<file path="src/rtl/clk_div_pkg.sv">
// Shared types and helpers for the programmable clock divider.
package clk_div_pkg;

    typedef enum logic {
        IDLE = 1'b0,
        RUN  = 1'b1
    } state_t;

    localparam int MIN_DIV = 2;

    // High-phase length in source cycles (rounded up for odd N).
    function automatic int unsigned half_of(input int unsigned n);
        return (n + 1) >> 1;
    endfunction

endpackage

</file>
<file path="src/rtl/clk_div_halfstage.sv">
// Negedge retiming flop and output select; the only falling-edge logic of the divider.
module clk_div_halfstage (
    input  logic clk,
    input  logic rst_n,
    input  logic p,
    input  logic odd_sel,
    output logic clk_out
);

    logic n;

    always_ff @(negedge clk or negedge rst_n) begin
        if (!rst_n) n <= 1'b0;
        else        n <= p;
    end

    // odd_sel only changes at a boundary, when p and n are both low.
    assign clk_out = odd_sel ? (p & n) : p;

endmodule

</file>
<file path="src/rtl/clk_div_prog.sv">
// Runtime-programmable 50% duty clock divider with shadowed divisor and boundary apply.
module clk_div_prog
    import clk_div_pkg::*;
#(
    parameter int WIDTH       = 8,
    parameter int DEFAULT_DIV = 10
) (
    input  logic             clk,
    input  logic             rst_n,
    input  logic             en,
    input  logic [WIDTH-1:0] div_val,
    input  logic             div_load,
    output logic             clk_out,
    output logic             tick,
    output logic             pending,
    output logic             clamped
);

    localparam logic [WIDTH-1:0] DEF_DIV   = WIDTH'(DEFAULT_DIV);
    localparam logic [WIDTH-1:0] MIN_DIV_W = WIDTH'(MIN_DIV);

    state_t           state, state_nxt;
    logic [WIDTH-1:0] cnt, cnt_nxt;
    logic             p, p_nxt;
    logic [WIDTH-1:0] div_act, div_shd;
    logic             odd_act;

    logic [WIDTH-1:0] ld_val, last_cnt, new_div;
    logic [WIDTH:0]   half, cnt_inc;
    logic             at_last, boundary, apply;

    assign ld_val   = (div_val < MIN_DIV_W) ? MIN_DIV_W : div_val;
    assign last_cnt = div_act - WIDTH'(1);
    assign half     = (WIDTH+1)'(half_of(32'(div_act)));
    assign cnt_inc  = {1'b0, cnt} + (WIDTH+1)'(1);
    assign at_last  = (state == RUN) && (cnt == last_cnt);
    assign boundary = at_last || ((state == IDLE) && en);
    assign apply    = boundary && (div_load || pending);
    // A load landing on the boundary edge wins over the shadow value.
    assign new_div  = div_load ? ld_val : div_shd;
    assign tick     = at_last;

    always_comb begin
        state_nxt = state;
        cnt_nxt   = cnt;
        p_nxt     = p;
        case (state)
            IDLE: begin
                cnt_nxt = '0;
                p_nxt   = 1'b0;
                if (en) begin
                    state_nxt = RUN;
                    p_nxt     = 1'b1;
                end
            end
            RUN: begin
                if (at_last) begin
                    cnt_nxt = '0;
                    if (en) begin
                        p_nxt = 1'b1;
                    end else begin
                        state_nxt = IDLE;
                        p_nxt     = 1'b0;
                    end
                end else begin
                    cnt_nxt = cnt_inc[WIDTH-1:0];
                    p_nxt   = (cnt_inc < half);
                end
            end
            default: begin
                state_nxt = IDLE;
                cnt_nxt   = '0;
                p_nxt     = 1'b0;
            end
        endcase
    end

    always_ff @(posedge clk or negedge rst_n) begin
        if (!rst_n) begin
            state <= IDLE;
            cnt   <= '0;
            p     <= 1'b0;
        end else begin
            state <= state_nxt;
            cnt   <= cnt_nxt;
            p     <= p_nxt;
        end
    end

    always_ff @(posedge clk or negedge rst_n) begin
        if (!rst_n) begin
            div_act <= DEF_DIV;
            div_shd <= DEF_DIV;
            odd_act <= DEF_DIV[0];
            pending <= 1'b0;
            clamped <= 1'b0;
        end else begin
            clamped <= div_load && (div_val < MIN_DIV_W);
            if (div_load) div_shd <= ld_val;
            if (apply) begin
                div_act <= new_div;
                odd_act <= new_div[0];
                pending <= 1'b0;
            end else if (div_load) begin
                pending <= 1'b1;
            end
        end
    end

    clk_div_halfstage u_halfstage (
        .clk     (clk),
        .rst_n   (rst_n),
        .p       (p),
        .odd_sel (odd_act),
        .clk_out (clk_out)
    );

endmodule

</file>
<file path="config.mk">
export PLATFORM = sky130hd
export DESIGN_NAME = clk_div_prog
export DESIGN_NICKNAME = d
export VERILOG_FILES = /design/src/rtl/clk_div_pkg.sv /design/src/rtl/clk_div_halfstage.sv /design/src/rtl/clk_div_prog.sv
export SDC_FILE = /design/constraint.sdc
export NUM_CORES = 1
export LEC_CHECK = 0
export ABC_AREA = 0
export BUFFER_PORTS_ARGS = -buffer_cell sky130_fd_sc_hd__clkbuf_2
export CELL_PAD_IN_SITES_DETAIL_PLACEMENT = 0
export CELL_PAD_IN_SITES_GLOBAL_PLACEMENT = 1
export CORE_AREA = 3 3 63 65
export DETAILED_ROUTE_END_ITERATION = 12
export DIE_AREA = 0 0 66 68
export GPL_ROUTABILITY_DRIVEN = 0
export PLACE_DENSITY_LB_ADDON = 0.1
export SETUP_SLACK_MARGIN = 0.1
export SYNTH_ARGS = -nofsm -noshare
export SYNTH_HDL_FRONTEND = slang
export SYNTH_SLANG_ARGS = --single-unit
</file>
<file path="constraint.sdc">
create_clock -name clk -period 4.68 [get_ports clk]
set_input_delay 0.468 -clock clk [delete_from_list [all_inputs] [get_ports clk]]
set_output_delay 0.468 -clock clk [all_outputs]
set_load 0.005 [all_outputs]
</file>
==> flow_summary.ini, run 1 <==
[worst_setup_path]
criticalPathCategory = reg -> out
r2r-end = u_halfstage.n$_DFF_NN0_
start_kind = register
critPathMaxFanout = 1
critPathMaxStageDelay_ps = 390
path_depth = 2
endpoint = clk_out
crit_path_start = u_halfstage.n$_DFF_NN0_
crit_required_ps = 4210
r2r_start = p$_DFF_PN0_
endpoint_kind = output port
crit_family = flip-flops
arrival_ps = 3250
cp_num_buf_inv = 1
worstPathCellList = o21a_1 -> clkbuf_2
r2r_setup_slack_ps = 1790
slowest_stage = dfrtn_1
r2r_cells = 0

[synthesis]
synth_top_cell_by_area = dfrtp_1
synth_area_leaders = dfrtp_1 (35%), mux2_2 (9.2%), ha_1 (7.3%), xnor2_1 (6.7%), dfstp_2 (6.2%)
ys_async_sr_fraction = 1.00
avgSynthCellArea_um2 = 10.8
synth_seq_cells = 29
ys_top_cells_by_count = dfrtp_1 (24), mux2_2 (14), xnor2_1 (13), nor2_1 (11), ha_1 (10)
synth_warnings = 0
seq_area_frac_synth = 0.428
synth_flop_cell = dfrtp_1
synth.most_common_cell = dfrtp_1
netlist_instances = 158
synth_area_mm2 = 0.00171
syn_nets = 180
synth.distinct_cells = 44
synth_edf_count = 0
synth_top_area_share = 0.352

[cells_and_area]
fillers = 315
postLayoutCoreUtil = 0.557
nets = 196
area_growth_syn_to_layout_pct = 10.5
drive_gt1_frac = 0.263
antenna_cells = 0

[sta]
slew_viol_final = 0
skew_ps = 8.72
setup_viol = 0
setup_ws_ps = 965
worst_pin_slew_ps = 587
hold_viol = 0
whs_ps = 133
relSlewSlack = 0.608
rsz0062_at_grt = no
final.setup.tns_ps = 0

[placement]
place_ws_ps = 1310
port_buffers = 15
dp_hpwl_mm = 2.41

[grt]
overflow = 0
grt.total_usage = 0.177
antenna_found_initial = 0
grt_max_degree = 30
grt_pass1_wl_mm = 5.87
first_global_vias = 1247

[floorplan]
die_x_um = 66
core-area_mm2 = 0.00339
ioPinCount = 16
rows = 21
die_h_um = 68
die_area_mm2 = 0.00449
initial_utilization = 0.504

[route]
dr_total_vias = 1181
finalWirelength_mm = 3.22
remaining_drc_errors = 0
antenna_left = 0
vias_per_cell = 5.34
routedWlPerCell_um = 14.5
drt_iter0_markers = 78
dr.pass1.iters = 4

[cts]
cts_tree = built
worstSkewPairLatency_ps = 330
clockRootBuffer = clkbuf_4
post_cts_buffers = 0
clk_pin_slew_worst_paths_ps = 90
htreeDepth = 2
clockBufferDepth = 2
hold_buffers = 0
cts_resized = 0
cts_sinks = 29
cts_buffers = 5

[pwr]
power_density_mw_per_mm2 = 681
power.leakage_nw = 0.859
peakVddDrop_mv = 0.297

[job]
drv_cap = 0

[min_path]
hold_class = in -> async

[run_status]
status = finished, final reports clean
==> power breakdown <==
group	internal, mW	switching [mW]	total (mW)
sequential	0.343	0.131	0.474
combinational	0.335	0.278	0.613
clock	0.112	0.0859	0.198
==> how the worst min path moves through the flow <==
stage	startpoint	end	slack, ps	depth (start not counted)
2_1_floorplan	rst_n	clamped$_DFF_PN0_	170	0
3_3_place_gp	div_shd[7]$_DFF_PN0_	div_shd[7]$_DFF_PN0_	480	1
3_5_place_dp	div_shd[4]$_DFF_PN0_	div_shd[4]$_DFF_PN0_	490	1
4_1_cts	rst_n	div_shd[5]$_DFF_PN0_	130	2
5_1_grt	rst_n	div_act[6]$_DFFE_PN0P_	140	2
6_report	rst_n	div_shd[5]$_DFF_PN0_	130	2
==> cells by family (layout without fill, tap and decap cells) <==
family / after synthesis / after routing / synth area share
AND/OR/NAND/NOR: 53 / 53 / 0.171
flip-flops: 29 / 29 / 0.428
XOR/XNOR: 19 / 19 / 0.0974
AO/OA/AOI/OAI: 18 / 18 / 0.0886
multiplexers: 16 / 16 / 0.107
buffers and inverters: 13 / 30 / 0.0352
adder cells (fa/ha/maj): 10 / 10 / 0.0733
==> per-stage QoR <==
stage | cell area, um^2 | std cells | power [mW]
final | 1890 | 221 | 1.28
after global routing | 1890 | 221 | 1.42
after CTS | 1890 | 221 | 1.30
after detailed placement | 1810 | 213 | 1.09
after global placement | 1810 | 213 | 1.07
after floorplan | 1710 | 158 | 0.958
==> cells in the final DEF (no fill, tap or decap), types with 2 or more instances in the layout <==
cell type | netlist | final
nor2_1 | 11 | 11
a21oi_1 | 3 | 3
and3_1 | 8 | 8
nor3_1 | 3 | 3
xnor2_1 | 13 | 13
xor2_1 | 6 | 6
a21o_1 | 2 | 2
dfstp_2 | 4 | 4
nand2b_1 | 3 | 3
o211ai_1 | 2 | 2
nand2_1 | 7 | 7
nor2b_1 | 2 | 2
nor4_1 | 2 | 2
dfrtp_1 | 24 | 24
inv_1 | 6 | 6
clkbuf_2 | 0 | 15
clkbuf_4 | 0 | 5
ha_1 | 10 | 10
nand3_1 | 8 | 8
mux2_2 | 14 | 14
==> state kept, by name, summed over array words and instances, names as in the netlist <==
signal,count
div_act,8
p,1
u_halfstage.n,1
cnt,8
div_shd,8
clamped,1
pending,1
state,1
==> layer usage <==
metal	GRT usage	vias up	routed length, um
li1	-	593	-
met1	0.219	563	1540
met2	0.302	18	1510
met3	0.0443	7	116
met4	0.0609	0	47
met5	0	-	0
==> layout make-up <==
type,count,area [um^2],area share
clock inverters,2,35.0,0.0186
inverters,6,22.5,0.0119
clock buffers,6,41.3,0.0219
well taps,46,57.6,0.0305
repair buffers,16,82.6,0.0438
flip-flops and latches,29,731,0.387
multi-input cells,116,917,0.486
Note: power is estimated with default switching activity, not from simulation.
==> inputs of run 2 (changes only) <==
--- a/config.mk
+++ b/config.mk
@@ -9,9 +9,9 @@
 export BUFFER_PORTS_ARGS = -buffer_cell sky130_fd_sc_hd__clkbuf_2
 export CELL_PAD_IN_SITES_DETAIL_PLACEMENT = 0
 export CELL_PAD_IN_SITES_GLOBAL_PLACEMENT = 1
-export CORE_AREA = 3 3 63 65
+export CORE_AREA = 3 3 68 70
 export DETAILED_ROUTE_END_ITERATION = 12
-export DIE_AREA = 0 0 66 68
+export DIE_AREA = 0 0 71 73
 export GPL_ROUTABILITY_DRIVEN = 0
 export PLACE_DENSITY_LB_ADDON = 0.1
 export SETUP_SLACK_MARGIN = 0.1
==> constraint.sdc (replaced) <==
create_clock -name clk -period 3.3 [get_ports clk]
set_input_delay 0.33 -clock clk [delete_from_list [all_inputs] [get_ports clk]]
set_output_delay 0.33 -clock clk [all_outputs]
set_load 0.005 [all_outputs]
==> run 2 against run 1 <==
Net effect: combinational power grew 42%; global-route usage decreased by 2.9 points; final cell count up 2.3%; largest cell class unchanged; clock skew increased by 1.1 ps.
==> flow_summary.ini, run 2 (synthesis results as in run 1) <==
[sta]
slew_viol_final = 0
final.setup.tns_ps = 0
relSlewSlack = 0.745
skew_ps = 9.81
rsz0062_at_grt = no
setup_viol = 0
hold_viol = 0
worst_pin_slew_ps = 379

[grt]
grt_busiest_layer = met2
met2_usage = 0.217
met1_usage = 0.206
antenna_found_initial = 0
grt_pass1_wl_mm = 5.88
met3_usage = 0.0399
grt.total_usage = 0.148
first_global_vias = 1184
overflow = 0
grt_max_degree = 29

[cts]
htreeDepth = 2
cts_sinks = 29
clockRootBuffer = clkbuf_8
clk_pin_slew_worst_paths_ps = 60
post_cts_buffers = 0
worstSkewPairLatency_ps = 280
cts_buffers = 5
clockBufferDepth = 2
cts_resized = 0
hold_buffers = 0
cts_tree = built

[worst_setup_path]
cp_num_buf_inv = 1
worstPathCellList = o21a_1 -> clkbuf_2
arrival_ps = 2520
endpoint_kind = output port
critPathMaxStageDelay_ps = 390
crit_path_start = u_halfstage.n$_DFF_NN0_
slowest_stage = dfrtn_1
criticalPathCategory = reg -> out
start_kind = register
crit_required_ps = 2970
critPathMaxFanout = 1
r2r_start = div_act[1]$_DFFE_PN1P_
crit_family = flip-flops

[cells_and_area]
layout_commonest_cell = dfrtp_1
antenna_cells = 0
nets = 197
drive_gt1_frac = 0.267
fillers = 404
area_growth_syn_to_layout_pct = 13.0
layout_common_cells = dfrtp_1 (24), clkbuf_2 (15), mux2_2 (14)
biggestRegsByFlops = cnt: 8 flops, div_act: 8 flops, div_shd: 8 flops

[floorplan]
die_h_um = 73
core-area_mm2 = 0.00403
die_area_mm2 = 0.00518
die_x_um = 71
ioPinCount = 16
initial_utilization = 0.424
rows = 23

[run_status]
status = finished, final reports clean

[route]
routedWlPerCell_um = 15.2
antenna_left = 0
dr.pass1.iters = 4
drt_iter0_markers = 77
finalWirelength_mm = 3.44
vias_per_cell = 5.34
dr_total_vias = 1207
remaining_drc_errors = 0

[pwr]
power_density_mw_per_mm2 = 981
power.leakage_nw = 0.877
peakVddDrop_mv = 0.466
total_power_mw = 1.89

[placement]
dp_hpwl_mm = 2.58
port_buffers = 15

[min_path]
hold_class = in -> async

[job]
drv_cap = 0
run 2: cell count changes in the layout (fill, tap and decap cells not counted), sizes merged:
cell	before	now
buf	1	2
run 2: report_power, final:
part,leakage (nW),internal [mW],switching (mW)
Sequential,0.339,0.487,0.181
Combinational,0.482,0.476,0.397
Clock,0.0552,0.224,0.130
Total,0.877,1.19,0.708
run 2: metrics by stage:
| stage | setup WS [ps] | hold slack (ps) | cells | cell area [um^2] | util |
|---|---|---|---|---|---|
| after floorplan | 845 | 34.4 | 158 | 1710 | - |
| after detailed placement | 699 | 406 | 218 | 1820 | 0.452 |
| after CTS | 434 | 104 | 226 | 1930 | 0.479 |
| after global placement | 738 | 393 | 218 | 1820 | 0.452 |
| final | 446 | 84.4 | 226 | 1930 | 0.479 |
| after global routing | 379 | 112 | 226 | 1930 | 0.479 |
run 2: worst reg2reg max path, stage by stage (launching register included):
cell and delay, ps:
dfstp_2 600, inv_1 60, ha_1 310, xor2_1 150
o211ai_1 90, a211oi_1 330, o2111ai_2 210, a21oi_4 310
mux2_2 380
run 2: metal layers:
metal | vias up | routed length (um)
met4 | 0 | 82
met3 | 8 | 135
met5 | - | 0
met2 | 32 | 1470
met1 | 573 | 1750
li1 | 594 | -
run 2: layout make-up:
type | count | area (um^2) | area share
clock buffer | 6 | 72.6 | 0.0376
clock inverter | 2 | 35.0 | 0.0181
inverter | 6 | 22.5 | 0.0117
multi-input combinational | 116 | 917 | 0.475
sequential | 29 | 731 | 0.378
tap | 50 | 62.6 | 0.0324
timing repair buffer | 17 | 90.1 | 0.0467
run 2: path summary, 6_finish.rpt:
| check | endpoint | slack, ps | cells after the start |
|---|---|---|---|
| setup / recovery | clk_out | 450 | 2 |
| min in group clk | state$_DFF_PN0_ | 270 | 2 |
| hold / removal | div_act[2]$_DFFE_PN0P_ | 80 | 2 |
| setup reg to reg | div_act[4]$_DFFE_PN0P_ | 730 | 8 |
| hold reg to reg | div_shd[7]$_DFF_PN0_ | 500 | 1 |
| max in group asynchronous | u_halfstage.n$_DFF_NN0_ | 1800 | 1 |
==> inputs of run 3 (changes only) <==
--- a/config.mk
+++ b/config.mk
@@ -13,7 +13,9 @@
 export DETAILED_ROUTE_END_ITERATION = 12
 export DIE_AREA = 0 0 71 73
 export GPL_ROUTABILITY_DRIVEN = 0
+export GPL_TIMING_DRIVEN = 0
 export PLACE_DENSITY_LB_ADDON = 0.1
+export REMOVE_ABC_BUFFERS = 1
 export SETUP_SLACK_MARGIN = 0.1
 export SYNTH_ARGS = -nofsm -noshare
 export SYNTH_HDL_FRONTEND = slang
==> run 3 against run 2 <==
Net effect: wire length decreased by 2.7%; setup slack got worse by 13 ps; core utilization is 0.37 points lower; hold slack gained 7.1 ps; sequential cell count stayed put; combinational power rose by 1%; first-iteration DRC count increased by 10%; clock power is essentially flat; via count down 1.2%.
==> flow_summary.ini, run 3 (synthesis results as in run 1) <==
[placement]
port_buffers = 15
dp_hpwl_mm = 2.54
place_inst = 216

[cells_and_area]
layout_commonest_cell = dfrtp_1
area_growth_syn_to_layout_pct = 12.2
layout.cells.non_filler = 224
final-seq-area_um2 = 731
drive_gt1_frac = 0.259
multi_input_comb_area_um2 = 917
fillers = 395
layout_common_cells = dfrtp_1 (24), clkbuf_2 (15), mux2_2 (14)
nets = 195
biggestRegsByFlops = cnt: 8 flops, div_act: 8 flops, div_shd: 8 flops
antenna_cells = 0

[sta]
hold_viol = 0
setup_viol = 0
slew_viol_final = 0
final.setup.tns_ps = 0
skew_ps = 10.0
worst_pin_slew_ps = 706
relSlewSlack = 0.529
rsz0062_at_grt = no

[route]
dr.pass1.iters = 4
finalWirelength_mm = 3.34
vias_per_cell = 5.33
remaining_drc_errors = 0
routedWlPerCell_um = 14.9
drt_iter0_markers = 85
dr_total_vias = 1193
antenna_left = 0

[pwr]
power.leakage_nw = 0.868
combinationalPowerShare = 0.463
peakVddDrop_mv = 0.494
swShare = 0.379
total_power_mw = 1.91
switching_power_uw = 724
power.internal_mw = 1.19
power_density_mw_per_mm2 = 997
seqPwrFrac = 0.353
p_clk_frac = 0.185

[cts]
post_cts_buffers = 0
cts_sinks = 29
clk_pin_slew_worst_paths_ps = 60
cts_buffers = 5
clockBufferDepth = 2
hold_buffers = 0
worstSkewPairLatency_ps = 280
clockRootBuffer = clkbuf_8
htreeDepth = 2
cts_tree = built
cts_resized = 0

[grt]
grt_max_degree = 30
grt_pass1_wl_mm = 5.60
grt.total_usage = 0.140
first_global_vias = 1170
antenna_found_initial = 0
overflow = 0

[floorplan]
rows = 23
ioPinCount = 16
core-area_mm2 = 0.00403
die_x_um = 71
initial_utilization = 0.424
die_area_mm2 = 0.00518
die_h_um = 73

[worst_setup_path]
r2r_setup_slack_ps = 470
endpoint_kind = output port
start_kind = register
criticalPathCategory = reg -> out
crit_required_ps = 2970
arrival_ps = 2540
critPathMaxFanout = 1
r2r_cells = 8

[job]
drv_cap = 0

[run_status]
status = finished, final reports clean

[min_path]
hold_class = in -> async
-- run 3: changes by cell type in the layout (fill, tap and decap cells not counted), sizes merged --
cell,previous run,this run
buf,2,0
-- run 3: worst paths after layout --
path / to / from
min in group clk: state$_DFF_PN0_ / en
hold / removal: clamped$_DFF_PN0_ / rst_n
max in group asynchronous: u_halfstage.n$_DFF_NN0_ / rst_n
hold reg to reg: div_shd[7]$_DFF_PN0_ / div_shd[7]$_DFF_PN0_
setup / recovery: clk_out / u_halfstage.n$_DFF_NN0_
setup reg to reg: div_act[0]$_DFFE_PN0P_ / div_act[1]$_DFFE_PN1P_
-- run 3: layout make-up --
| cell class | count | share of cell area |
|---|---|---|
| well taps | 50 | 0.0327 |
| clock buffers | 6 | 0.0379 |
| repair buffers | 15 | 0.0392 |
| flip-flops and latches | 29 | 0.381 |
| multi-input cells | 116 | 0.479 |
| clock inverters | 2 | 0.0183 |
| inverters | 6 | 0.0118 |
-- run 3: layer usage --
metal  track usage  share of wire  routed length, um  vias up
met5             0              0                  0        -
met4        0.0376         0.0081                 27        0
met3        0.0468          0.040                135        5
met2         0.223           0.46               1550       17
met1         0.184           0.49               1630      579
li1              -              -                  -      592
-- run 3: power groups by stage --
| stage | Clock (mW) | Sequential [mW] | Combinational, mW |
|---|---|---|---|
| 2_1_floorplan | 0 | 0.625 | 0.707 |
| 3_3_place_gp | 0 | 0.675 | 0.853 |
| 3_5_place_dp | 0 | 0.682 | 0.873 |
| 4_1_cts | 0.361 | 0.676 | 0.882 |
| 5_1_grt | 0.381 | 0.697 | 0.995 |
| 6_report | 0.353 | 0.674 | 0.884 |
-- run 3: critical path, stage by stage, from the launching register on --
cell and delay, ps:
dfrtn_1 390, o21a_1 110, clkbuf_2 100
-- run 3: through the flow --
stage	hold WS, ps	utilization	area (um^2)	worst slack (ps)
5_1_grt	140	0.475	1920	284
2_1_floorplan	34.4	-	1670	834
6_report	91.4	0.475	1920	433
4_1_cts	116	0.475	1920	419
3_3_place_gp	403	0.449	1810	459
3_5_place_dp	420	0.449	1810	491
